`src/rtl/prim_util_pkg_u.sv`:
```
// Shared width helpers for sizing counters and pointers.
// vbits(n) gives the bits needed to index n items, never less than one.
package prim_util_pkg_u;

    function automatic integer vbits(input integer value);
        return (value <= 1) ? 1 : $clog2(value);
    endfunction

endpackage

```
`src/rtl/uart_tx_fifo.sv`:
```
// Transmit-side byte FIFO feeding a UART shifter: registered head output,
// explicit pointer wrap for any depth, fill-level counter and low-watermark flag.
module uart_tx_fifo #(
    parameter  int unsigned Width  = 8,
    parameter  int unsigned Depth  = 32,
    localparam int unsigned PtrW   = prim_util_pkg_u::vbits(Depth),
    localparam int unsigned DepthW = prim_util_pkg_u::vbits(Depth + 1)
) (
    input  logic              clk_i,
    input  logic              rst_ni,
    input  logic              clr_i,
    input  logic              wvalid_i,
    output logic              wready_o,
    input  logic [Width-1:0]  wdata_i,
    output logic              rvalid_o,
    input  logic              rready_i,
    output logic [Width-1:0]  rdata_o,
    output logic [DepthW-1:0] depth_o,
    output logic              full_o,
    input  logic [DepthW-1:0] wmark_i,
    output logic              wmark_o
);

    if (Depth < 2) begin : gen_depth_check
        $error("uart_tx_fifo: Depth must be at least 2");
    end

    localparam logic [PtrW-1:0]   PtrLast   = PtrW'(Depth - 1);
    localparam logic [DepthW-1:0] DepthFull = DepthW'(Depth);

    logic [Width-1:0]  mem_q [Depth];
    logic [PtrW-1:0]   wptr_q, wptr_d;
    logic [PtrW-1:0]   rptr_q, rptr_d;
    logic [DepthW-1:0] depth_q, depth_d;
    logic              wmark_q, wmark_d;
    logic              full;
    logic              wr_acc;
    logic              rd_acc;

    // Depth need not be a power of two, so the wrap is an explicit compare.
    function automatic logic [PtrW-1:0] ptr_inc(input logic [PtrW-1:0] ptr);
        return (ptr == PtrLast) ? '0 : ptr + PtrW'(1);
    endfunction

    assign full     = (depth_q == DepthFull);
    assign wready_o = !full;
    assign rvalid_o = (depth_q != '0);
    assign full_o   = full;
    assign depth_o  = depth_q;
    assign wmark_o  = wmark_q;
    assign rdata_o  = rvalid_o ? mem_q[rptr_q] : '0;

    // A flush swallows both handshakes of its cycle.
    assign wr_acc = wvalid_i && wready_o && !clr_i;
    assign rd_acc = rvalid_o && rready_i && !clr_i;

    always_comb begin
        wptr_d  = wptr_q;
        rptr_d  = rptr_q;
        depth_d = depth_q;
        if (clr_i) begin
            wptr_d  = '0;
            rptr_d  = '0;
            depth_d = '0;
        end else begin
            if (wr_acc) begin
                wptr_d = ptr_inc(wptr_q);
            end
            if (rd_acc) begin
                rptr_d = ptr_inc(rptr_q);
            end
            if (wr_acc && !rd_acc) begin
                depth_d = depth_q + DepthW'(1);
            end else if (rd_acc && !wr_acc) begin
                depth_d = depth_q - DepthW'(1);
            end
        end
        wmark_d = (wmark_i != '0) && (depth_d < wmark_i);
    end

    always_ff @(posedge clk_i or negedge rst_ni) begin
        if (!rst_ni) begin
            wptr_q  <= '0;
            rptr_q  <= '0;
            depth_q <= '0;
            wmark_q <= 1'b0;
        end else begin
            wptr_q  <= wptr_d;
            rptr_q  <= rptr_d;
            depth_q <= depth_d;
            wmark_q <= wmark_d;
        end
    end

    // Payload array carries no reset; the pointers and depth alone say what is valid.
    always_ff @(posedge clk_i) begin
        if (wr_acc) begin
            mem_q[wptr_q] <= wdata_i;
        end
    end

endmodule

```
`config.mk`:
```
export PLATFORM = sky130hd
export DESIGN_NAME = uart_tx_fifo
export DESIGN_NICKNAME = d
export VERILOG_FILES = /design/src/rtl/prim_util_pkg_u.sv /design/src/rtl/uart_tx_fifo.sv
export SDC_FILE = /design/constraint.sdc
export NUM_CORES = 1
export LEC_CHECK = 0
export ABC_AREA = 1
export BUFFER_PORTS_ARGS = -buffer_cell sky130_fd_sc_hd__buf_2
export CAP_MARGIN = 40
export CORE_ASPECT_RATIO = 1.75
export CORE_MARGIN = 5
export CORE_UTILIZATION = 40
export CTS_CLUSTER_DIAMETER = 120
export DETAILED_ROUTE_END_ITERATION = 7
export MAX_ROUTING_LAYER = met4
export SLEW_MARGIN = 20
export SYNTH_ARGS = -nofsm -noshare
export SYNTH_HDL_FRONTEND = slang
export SYNTH_SLANG_ARGS = --single-unit
```
`constraint.sdc`:
```
create_clock -name clk_i -period 5.07 [get_ports clk_i]
set_input_delay 1.521 -clock clk_i [delete_from_list [all_inputs] [get_ports clk_i]]
set_output_delay 1.521 -clock clk_i [all_outputs]
set_load 0.1 [all_outputs]
```
==> results of run 1 <==
-- critical path: cells and delay by family, from the launching register on --
| family | cells | cell delay (ps) |
|---|---|---|
| AO/OA/AOI/OAI | 4 | 790 |
| buffers and inverters | 2 | 660 |
| flip-flops | 1 | 440 |
| AND/OR/NAND/NOR | 4 | 430 |
-- sequential cells by signal, summed over array words and instances (netlist names) --
name	flops
wmark_o	1
wptr_q	5
depth_o	6
rptr_q	5
mem_q	256
-- cell usage in the layout (no fill, tap or decap), drive strengths merged --
master and count:
a21oi 7, a31oi 10, buf 53, bufinv 3
clkbuf 25, clkinv 14, clkinvlp 1, dfrtp 17
edfxtp 256, ha 14, inv 27, nand2 42
nand3 28, nor2 216, nor3 6, nor4 1
o211ai 65, o21ai 158, o22ai 19, o32ai 1
or2 2, xnor2 1, xor2 3
-- where the power goes --
| group | switching, mW | internal (mW) | leakage [nW] |
|---|---|---|---|
| Combinational | 0.936 | 0.349 | 1.41 |
| Clock | 0.753 | 0.932 | 0.346 |
| Sequential | 0.0223 | 2.49 | 2.53 |
-- per-stage QoR --
step,instances,hold slack [ps]
4_1_cts,1343,638
6_report,1347,626
3_3_place_gp,1303,621
3_5_place_dp,1304,627
5_1_grt,1347,662
2_1_floorplan,932,574
-- kinds of logic after synthesis --
family,Yosys count
and+or+nand+nor,295
DFF,273
AOI/OAI and AO/OA,260
buffers and inverters,86
adders and majority gates,14
xor gates and xnor gates,4
-- synth_stat cells --
library cell	instances	area [µm²]
buf_12	1	20.0
o32ai_1	1	8.76
clkbuf_1	32	120
xnor2_1	1	8.76
clkinv_1	3	11.3
edfxtp_1	256	7690
dfrtp_1	17	425
buf_2	16	80.1
nand2_1	39	146
o21ai_2	1	8.76
ha_1	14	175
a21oi_1	6	30.0
nand3_4	3	52.6
or2_2	2	12.5
nor3_1	5	25.0
nor4_1	1	6.26
nor2_4	2	22.5
nor2_2	2	12.5
nor2_1	212	796
bufinv_8	1	17.5
nand2_4	3	33.8
nand3_2	2	20.0
o21ai_0	106	531
o21ai_1	51	255
a21oi_2	1	8.76
nor3_2	1	10.0
o22ai_1	19	119
xor2_1	3	26.3
inv_6	1	8.76
buf_4	4	30.0
buf_6	2	22.5
a31oi_1	10	62.6
inv_2	5	18.8
inv_1	21	78.8
nand3_1	23	115
o211ai_1	65	488
-- metal layers --
layer | routed length (µm) | up-vias | global-route usage [%]
li1 | - | 3453 | -
met5 | 0 | - | -
met4 | 1350 | 0 | 8.62
met1 | 10200 | 3463 | 19.0
met3 | 1120 | 64 | 1.75
met2 | 14800 | 207 | 31.6
-- worst paths after layout --
path                                  startpoint                      to  slack (ps)  depth (start not counted)
min                         depth_o[0]$_DFF_PN0_    depth_o[0]$_DFF_PN0_         630                          3
max                        rptr_q[0]$_DFFE_PN0P_              rdata_o[7]         600                         10
max reg2reg                 depth_o[0]$_DFF_PN0_  mem_q[11][4]$_DFFE_PP_        2370                          7
min reg2reg                 depth_o[0]$_DFF_PN0_    depth_o[0]$_DFF_PN0_         630                          3
max in group asynchronous                 rst_ni   rptr_q[0]$_DFFE_PN0P_        3780                          1
min in group asynchronous                 rst_ni       wmark_o$_DFF_PN0_         940                          1
-- layout make-up --
class                           count  area share, %
Sequential cell                   273           63.0
Multi-Input combinational cell    573           23.1
Clock buffer                       25           4.52
Timing Repair Buffer               53           3.80
Tap cell                          378           3.67
Inverter                           31           1.06
Clock inverter                     14          0.932
==> flow_summary_export.csv, run 1 <==
group,metric,value,unit
drt,dr.pass1.iters,5,
yosys,yosys_warnings,0,
cts,cts_root_buf,"clkbuf_16",
die,io-pin-count,37,
cts,clk_pin_slew_worst_paths,60,ps
placed_design,place.gp.congestion,0.905,
drt,route.detailed.drc,0,
critical_path,required,3550,ps
timing,rsz0062_at_grt,"false",
critical_path,worst_setup_path_start_kind,"register",
die,initial_core_util,40.3,%
global_routing,grt_pass1_wl,41.8,mm
timing,drv_slew,0,
die,core,28500,µm²
critical_path,slowest_stage,"dfrtp_4",
placed_design,port_buffers,36,
timing,period_share,88.1,%
min_path,hp-class,"reg2reg",
cells_and_area,fillers,2623,
yosys,synth-compound-area-share,13.1,%
run,cap_violations,0,
cells_and_area,nNetsFinal,988,
critical_path,crit_chain,"buf_12, nor2_1, nor2_1, o21ai_0, o21ai_1, o211ai_1, nand3_1, nand2_1, a31oi_1, buf_12",
cells_and_area,drive_above_1_share,11.4,%
yosys,muxShareOfSynthArea,0,%
yosys,synth_cell_types,36,
timing,setup_viol,0,
yosys,avgSynthCellArea,12.3,µm²
critical_path,cpPeakStageDelay,440,ps
outcome,status,"complete, no violations",
placed_design,dpl_worst_slack,1190,ps
yosys,synthAdderAreaFrac,1.52,%
timing,fin_crit,4470,ps
cells_and_area,antenna_cells,0,
drt,dr_total_vias,7187,
yosys,yosys.area_share.simple,10.9,%
die,die_area,32400,µm²
critical_path,critPathKind,"reg2out",
drt,vias_per_cell,5.34,
cells_and_area,regArea,8120,µm²
drt,ant_nets,0,
drt,wl_per_cell,20.4,µm
cells_and_area,utilization,45.2,%
die,dieWidth,138,µm
global_routing,antenna_found_initial,0,
timing,fin_ws,601,ps
timing,max_slew_margin,45.4,%
cts,clock_path_buffers,3,
global_routing,grt_max_degree,131,
die,rows,82,
cells_and_area,multi_input_comb_area,2970,µm²
cts,cts_buffers,23,
placed_design,dp_hpwl,17.4,mm
cts,cts_tree,"yes",
timing,worst_slew_pin_slew,816,ps
die,dieHeight,234,µm
critical_path,path_max_fanout,130,
yosys,synth_xor_area_share,0.305,%
power_and_ir_drop,power.total,5.48,mW
yosys,synth_top_family_by_area,"compound AO/OA/AOI/OAI gates",
cells_and_area,syn2layout_area_growth,12.2,%
global_routing,grt_pass1_vias,7153,
cts,cts_resized,0,
cts,cts_hold_buf,0,
global_routing,grt-ovfl-total,0,
yosys,syn_nets,965,
power_and_ir_drop,ir_worst_vdd,314,µV
cts,post_cts_buffers,0,
timing,setup_tns,0,ps
drt,drtIter0Drc,572,
global_routing,grtUsageTotal,17.4,%
cts,cts_sinks,273,
drt,wl,27.5,mm
yosys,ys_ff_latch,273,
yosys,seq_area_frac_synth,70.6,%
power_and_ir_drop,p_leak,4.28,nW
timing,hold_viol_final,0,
timing,fmax,224,MHz
power_and_ir_drop,pwr_density_cell,425,nW/µm²
cts,clock_latency,510,ps
placed_design,dpl-instance-area,12200,µm²
yosys,synthesis.area,11500,µm²
cts,htreeDepth,1,
critical_path,arrival,2950,ps
cells_and_area,post-route-cell-area,12900,µm²
critical_path,cp-end-kind,"output pin",
timing,skew,11.3,ps
yosys,synth_cells,932,
No activity file was read; power rests on OpenSTA's default activity.
==> run 2: changes to the inputs <==
- ABC_AREA: 1 -> not set
==> flow_summary_export.csv, run 2 <==
group,metric,value,unit
timing,fin_ws,314,ps
critical_path,arrival,3240,ps
timing,skew,10.6,ps
yosys,synth_top_area_share,69.5,%
yosys,yosys-top-cells-count,"edfxtp_1, mux4_2, nor2_1",
critical_path,slowest_stage,"dfrtp_4",
power_and_ir_drop,pwr_density_cell,487,nW/µm²
cts,cts_buffers,25,
timing,setup_viol,0,
critical_path,crit_path_start,"rptr_q[0]$_DFFE_PN0P_",
critical_path,crit_buf_inv,2,
yosys,synthesis.area,11100,µm²
cells_and_area,syn2layout_area_growth,14.2,%
yosys,seq_area_frac_synth,73.3,%
drt,route.detailed.drc,0,
critical_path,reg2reg_depth,13,
cells_and_area,nNetsFinal,664,
drt,dr.pass1.iters,5,
cts,clock_latency,520,ps
die,io-pin-count,37,
die,dieHeight,230,µm
critical_path,path_depth,6,
power_and_ir_drop,p_leak,4.13,nW
critical_path,ff2ff_setup_slack,1310,ps
timing,fmax,210,MHz
timing,fin_crit,4760,ps
die,dieWidth,136,µm
cts,cts_root_buf,"clkbuf_16",
min_path,min_path_cells,2,
yosys,synth.area.top_cells,"edfxtp_1, mux4_2, dfrtp_1",
drt,vias_per_cell,5.49,
cells_and_area,drive_above_1_share,27.0,%
yosys,synth_cells,574,
global_routing,grt_max_degree,38,
die,die_area,31200,µm²
critical_path,critPathKind,"reg2out",
min_path,hold_path.startpoint,"rptr_q[4]$_DFFE_PN0P_",
timing,holdWs,603,ps
global_routing,grtUsageTotal,15.9,%
critical_path,path_max_fanout,22,
die,initial_core_util,40.5,%
yosys,syn_nets,607,
yosys,synth_cell_types,52,
yosys,synth_top_area_cell,"edfxtp_1",
critical_path,required,3550,ps
yosys,async_reset_ff_share,6.23,%
outcome,status,"complete, no violations",
run,cap_violations,0,
min_path,min_to,"rptr_q[4]$_DFFE_PN0P_",
placed_design,dp_hpwl,15.6,mm
timing,rsz0062_at_grt,"false",
timing,max_slew_margin,47.2,%
global_routing,antenna_found_initial,0,
yosys,yosys_warnings,0,
critical_path,r2r_start,"depth_o[0]$_DFF_PN0_",
drt,ant_nets,0,
critical_path,crit_chain,"buf_12, mux4_2, a22o_1, a221oi_1, o22ai_1, buf_2",
cts,htreeDepth,1,
cells_and_area,antenna_cells,0,
timing,hold_viol_final,0,
cts,clock_path_buffers,3,
die,core,27300,µm²
min_path,hp-class,"reg2reg",
critical_path,cp-end-kind,"output pin",
critical_path,worst_setup_path_start_kind,"register",
cells_and_area,top_register,"mem_q",
yosys,synth_ff_type,"edfxtp_1",
cells_and_area,layout_common_cells,"edfxtp_1, mux4_2, nor2_1, buf_2, clkbuf_16",
placed_design,place.gp.congestion,0.801,
cells_and_area,utilization,46.2,%
global_routing,grt-ovfl-total,0,
cells_and_area,largest_reg_flops,256,
timing,period_share,93.8,%
critical_path,cpPeakStageDelay,730,ps
timing,worst_slew_pin_slew,790,ps
cells_and_area,final_common_cell,"edfxtp_1",
drt,wl_per_cell,23.4,µm
critical_path,r2r-end,"wmark_o$_DFF_PN0_",
placed_design,dpl_worst_slack,602,ps
critical_path,cp_top_family,"compound AO/OA/AOI/OAI gates",
cts,cts_tree,"yes",
global_routing,grt_pass1_vias,5930,
drt,dr_total_vias,5585,
placed_design,port_buffers,36,
die,rows,80,
drt,wl,23.8,mm
yosys,avgSynthCellArea,19.3,µm²
timing,drv_slew,0,
global_routing,grt_pass1_wl,36.3,mm
drt,drtIter0Drc,392,
yosys,synth_edf_count,256,
yosys,synth.most_common_cell,"edfxtp_1",
yosys,ys_ff_latch,273,
cts,clk_pin_slew_worst_paths,60,ps
cts,cts_sinks,273,
timing,setup_tns,0,ps
cells_and_area,fillers,2274,
power_and_ir_drop,ir_worst_vdd,561,µV
==> run 2: cell types whose count changed after synthesis, sizes merged, moves of 7 or more <==
cell,delta
nor2,-167
o21ai,-149
o211ai,-65
mux4,+64
nand2,-24
nand3,-23
clkbuf,-18
a221oi,+17
a22o,+16
inv,-16
o22ai,-11
a31oi,-8
buf,-7
==> run 2: cells by family (layout without fill, tap and decap cells) <==
logic type | after synthesis | in the layout | share of synthesized area, %
buffers and inverters | 41 | 116 | 1.74
adders and majority gates | 14 | 14 | 1.58
AOI/OAI and AO/OA | 73 | 73 | 5.03
xor gates and xnor gates | 1 | 1 | 0.0792
DFF | 273 | 273 | 73.3
and+or+nand+nor | 104 | 104 | 4.77
muxes | 68 | 68 | 13.4
==> run 2: worst max-delay path by stage <==
| stage | to | slack (ps) |
|---|---|---|
| after CTS | rdata_o[5] | 40 |
| after global placement | rdata_o[1] | 590 |
| after global routing | rdata_o[7] | 150 |
| after floorplan | rdata_o[0] | -590 |
| final | rdata_o[5] | 310 |
| after detailed placement | rdata_o[5] | 600 |
==> run 2: report_power, final <==
group	switching (mW)	total (mW)	internal [mW]
combinational	1.05	1.59	0.536
clock	0.810	1.96	1.15
sequential	0.101	2.60	2.50
==> run 2: per-layer routing <==
metal	routed length [µm]	vias to the layer above	GRT usage (%)	part of all wire, %
li1	-	2479	-	-
met1	9020	2920	18.7	38
met2	13200	143	28.1	55
met3	889	43	1.95	3.7
met4	686	0	5.23	2.9
met5	0	-	-	0
==> run 2: through the flow <==
step / total power, mW / std cells / area [µm²]
after floorplan: 3.89 / 574 / 11100
after global placement: 4.20 / 960 / 11700
after detailed placement: 4.23 / 967 / 11700
after CTS: 6.19 / 1012 / 12600
after global routing: 6.38 / 1018 / 12600
final: 6.15 / 1018 / 12600
==> run 2: what timing repair did <==
| item | 4_1_cts | 5_1_grt |
|---|---|---|
| buffers inserted | 0 | 1 |
| resized for setup | 0 | 0 |
| setup endpoints to repair | 0 | 5 |
| hold buffers | 0 | 0 |
==> run 2: layout make-up <==
class                      count  area, µm²  share of cell area, %
clock buffer                  32        672                   5.32
sequential                   273       8120                   64.3
multi-input combinational    260       2760                   21.9
clock inverter                13        181                   1.44
inverter                      11       41.3                  0.327
tap                          369        462                   3.65
timing repair buffer          60        398                   3.15
==> run 2: worst register-to-register path: stages, from the launching register on <==
cell and delay, ps:
dfrtp_1 460, inv_1 110, ha_1 220, or4b_4 530, o21ai_4 350, nor2_1 160, a2bb2oi_1 230, mux2_1 370
ha_1 310, a21o_1 160, a21o_1 170, a221oi_1 370, nand3b_1 120, o21ai_1 140
==> run 3: changes to the inputs <==
- CTS_BUF_LIST: not set -> sky130_fd_sc_hd__clkbuf_16
- PLACE_DENSITY_LB_ADDON: not set -> 0.1
- SETUP_SLACK_MARGIN: not set -> 0.15
==> flow_summary_export.csv, run 3 (synthesized netlist as in run 2, its figures left out) <==
group,metric,value,unit
global_routing,antenna_found_initial,0,
die,initial_core_util,40.5,%
timing,worst_slew_pin_slew,829,ps
die,io-pin-count,37,
run,cap_violations,0,
drt,drtIter0Drc,297,
drt,route.detailed.drc,0,
timing,setup_viol,0,
cts,cts_tree,"yes",
global_routing,grt_pass1_wl,37.9,mm
cells_and_area,largest_reg_flops,256,
timing,rsz0062_at_grt,"false",
cells_and_area,post-route-cell-area,12800,µm²
drt,dr_total_vias,5625,
timing,hold_viol_final,0,
timing,setup_tns,0,ps
critical_path,required,3550,ps
cts,clock_latency,530,ps
cells_and_area,syn2layout_area_growth,15.9,%
timing,fmax,214,MHz
power_and_ir_drop,pwr_density_cell,475,nW/µm²
min_path,min_path_cells,2,
global_routing,grt-ovfl-total,0,
timing,max_slew_margin,44.7,%
cells_and_area,regArea,8120,µm²
critical_path,worst_setup_path_start_kind,"register",
power_and_ir_drop,p_leak,4.23,nW
critical_path,reg2reg_depth,13,
power_and_ir_drop,ir_worst_vdd,554,µV
cells_and_area,multi_input_comb_area,2910,µm²
drt,dr.pass1.iters,4,
min_path,hp-class,"reg2reg",
global_routing,busiest_layer,"met2",
cts,clock_path_buffers,3,
cells_and_area,top_register,"mem_q",
global_routing,grtUsageMet1,20.3,%
die,die_area,31200,µm²
timing,drv_slew,0,
critical_path,cp-end-kind,"output pin",
cts,cts_root_buf,"clkbuf_16",
drt,ant_nets,0,
die,dieHeight,230,µm
critical_path,arrival,3160,ps
drt,wl_per_cell,24.0,µm
cts,htreeDepth,1,
global_routing,gr-usage-met3,1.92,%
cts,cts_sinks,273,
cells_and_area,drive_above_1_share,30.5,%
timing,period_share,92.4,%
cts,cts_buffers,25,
placed_design,port_buffers,36,
cells_and_area,nNetsFinal,684,
die,dieWidth,136,µm
global_routing,grt_pass1_vias,5973,
die,core,27300,µm²
timing,fin_crit,4680,ps
global_routing,grt_max_degree,38,
placed_design,place.gp.congestion,0.763,
critical_path,path_max_fanout,36,
cells_and_area,fillers,2325,
die,rows,80,
global_routing,grtUsageTotal,16.7,%
cells_and_area,final_common_cell,"edfxtp_1",
cts,clk_pin_slew_worst_paths,70,ps
cells_and_area,layout_common_cells,"edfxtp_1, mux4_2, nor2_1, buf_4, buf_2",
drt,vias_per_cell,5.42,
cells_and_area,antenna_cells,0,
placed_design,dp_hpwl,16.1,mm
critical_path,critPathKind,"reg2out",
outcome,status,"complete, no violations",
drt,wl,24.9,mm
timing,skew,14.8,ps
placed_design,dpl-instance-area,11800,µm²
global_routing,grt_use_met2,29.3,%
run 3: timing repair:
| item | CTS | global route |
|---|---|---|
| setup buffers | 0 | 12 |
| gates cloned | 0 | 0 |
| gates resized for setup | 4 | 3 |
| hold buffers | 0 | 0 |
| setup endpoints to repair | 4 | 5 |
run 3: final timing paths:
kind | from | endpoint | slack [ps]
max reg2reg | depth_o[0]$_DFF_PN0_ | wmark_o$_DFF_PN0_ | 1400
max in group asynchronous | rst_ni | rptr_q[0]$_DFFE_PN0P_ | 3820
min reg2reg | wptr_q[1]$_DFFE_PN0P_ | wptr_q[1]$_DFFE_PN0P_ | 610
min | wptr_q[1]$_DFFE_PN0P_ | wptr_q[1]$_DFFE_PN0P_ | 610
max | rptr_q[1]$_DFFE_PN0P_ | rdata_o[3] | 390
min in group asynchronous | rst_ni | rptr_q[4]$_DFFE_PN0P_ | 920
run 3: power breakdown:
part / switching (mW) / internal [mW]
Sequential: 0.0784 / 2.50
Clock: 0.795 / 0.947
Combinational: 1.15 / 0.619
run 3: cell type report:
| cell class | instances | area share [%] |
|---|---|---|
| Sequential cell | 273 | 63.3 |
| Multi-Input combinational cell | 260 | 22.7 |
| Clock buffer | 25 | 4.88 |
| Timing Repair Buffer | 80 | 4.24 |
| Tap cell | 369 | 3.60 |
| Clock inverter | 19 | 0.908 |
| Inverter | 11 | 0.322 |
run 3: critical path, cell delays in order (launching register included):
cell	delay [ps]
dfrtp_2	800
buf_12	310
mux4_2	330
a22o_1	300
a221oi_1	430
o22ai_4	100
buf_2	330
run 3: per-layer routing:
metal / vias up / share of wire, %
li1: 2524 / -
met1: 2952 / 40
met2: 117 / 55
met3: 32 / 3.3
met4: 0 / 2.2
met5: - / 0
run 3: through the flow:
step                      hold WS [ps]  power [mW]  std cells  util [%]  setup slack, ps
after floorplan                    505        3.99        574         -              255
after global placement             597        4.34        958      43.0              712
after detailed placement           601        4.36        963      43.2              696
after CTS                          611        6.12       1007      46.0              164
after global routing               648        6.35       1037      46.9              230
final                              611        6.09       1037      46.9              388
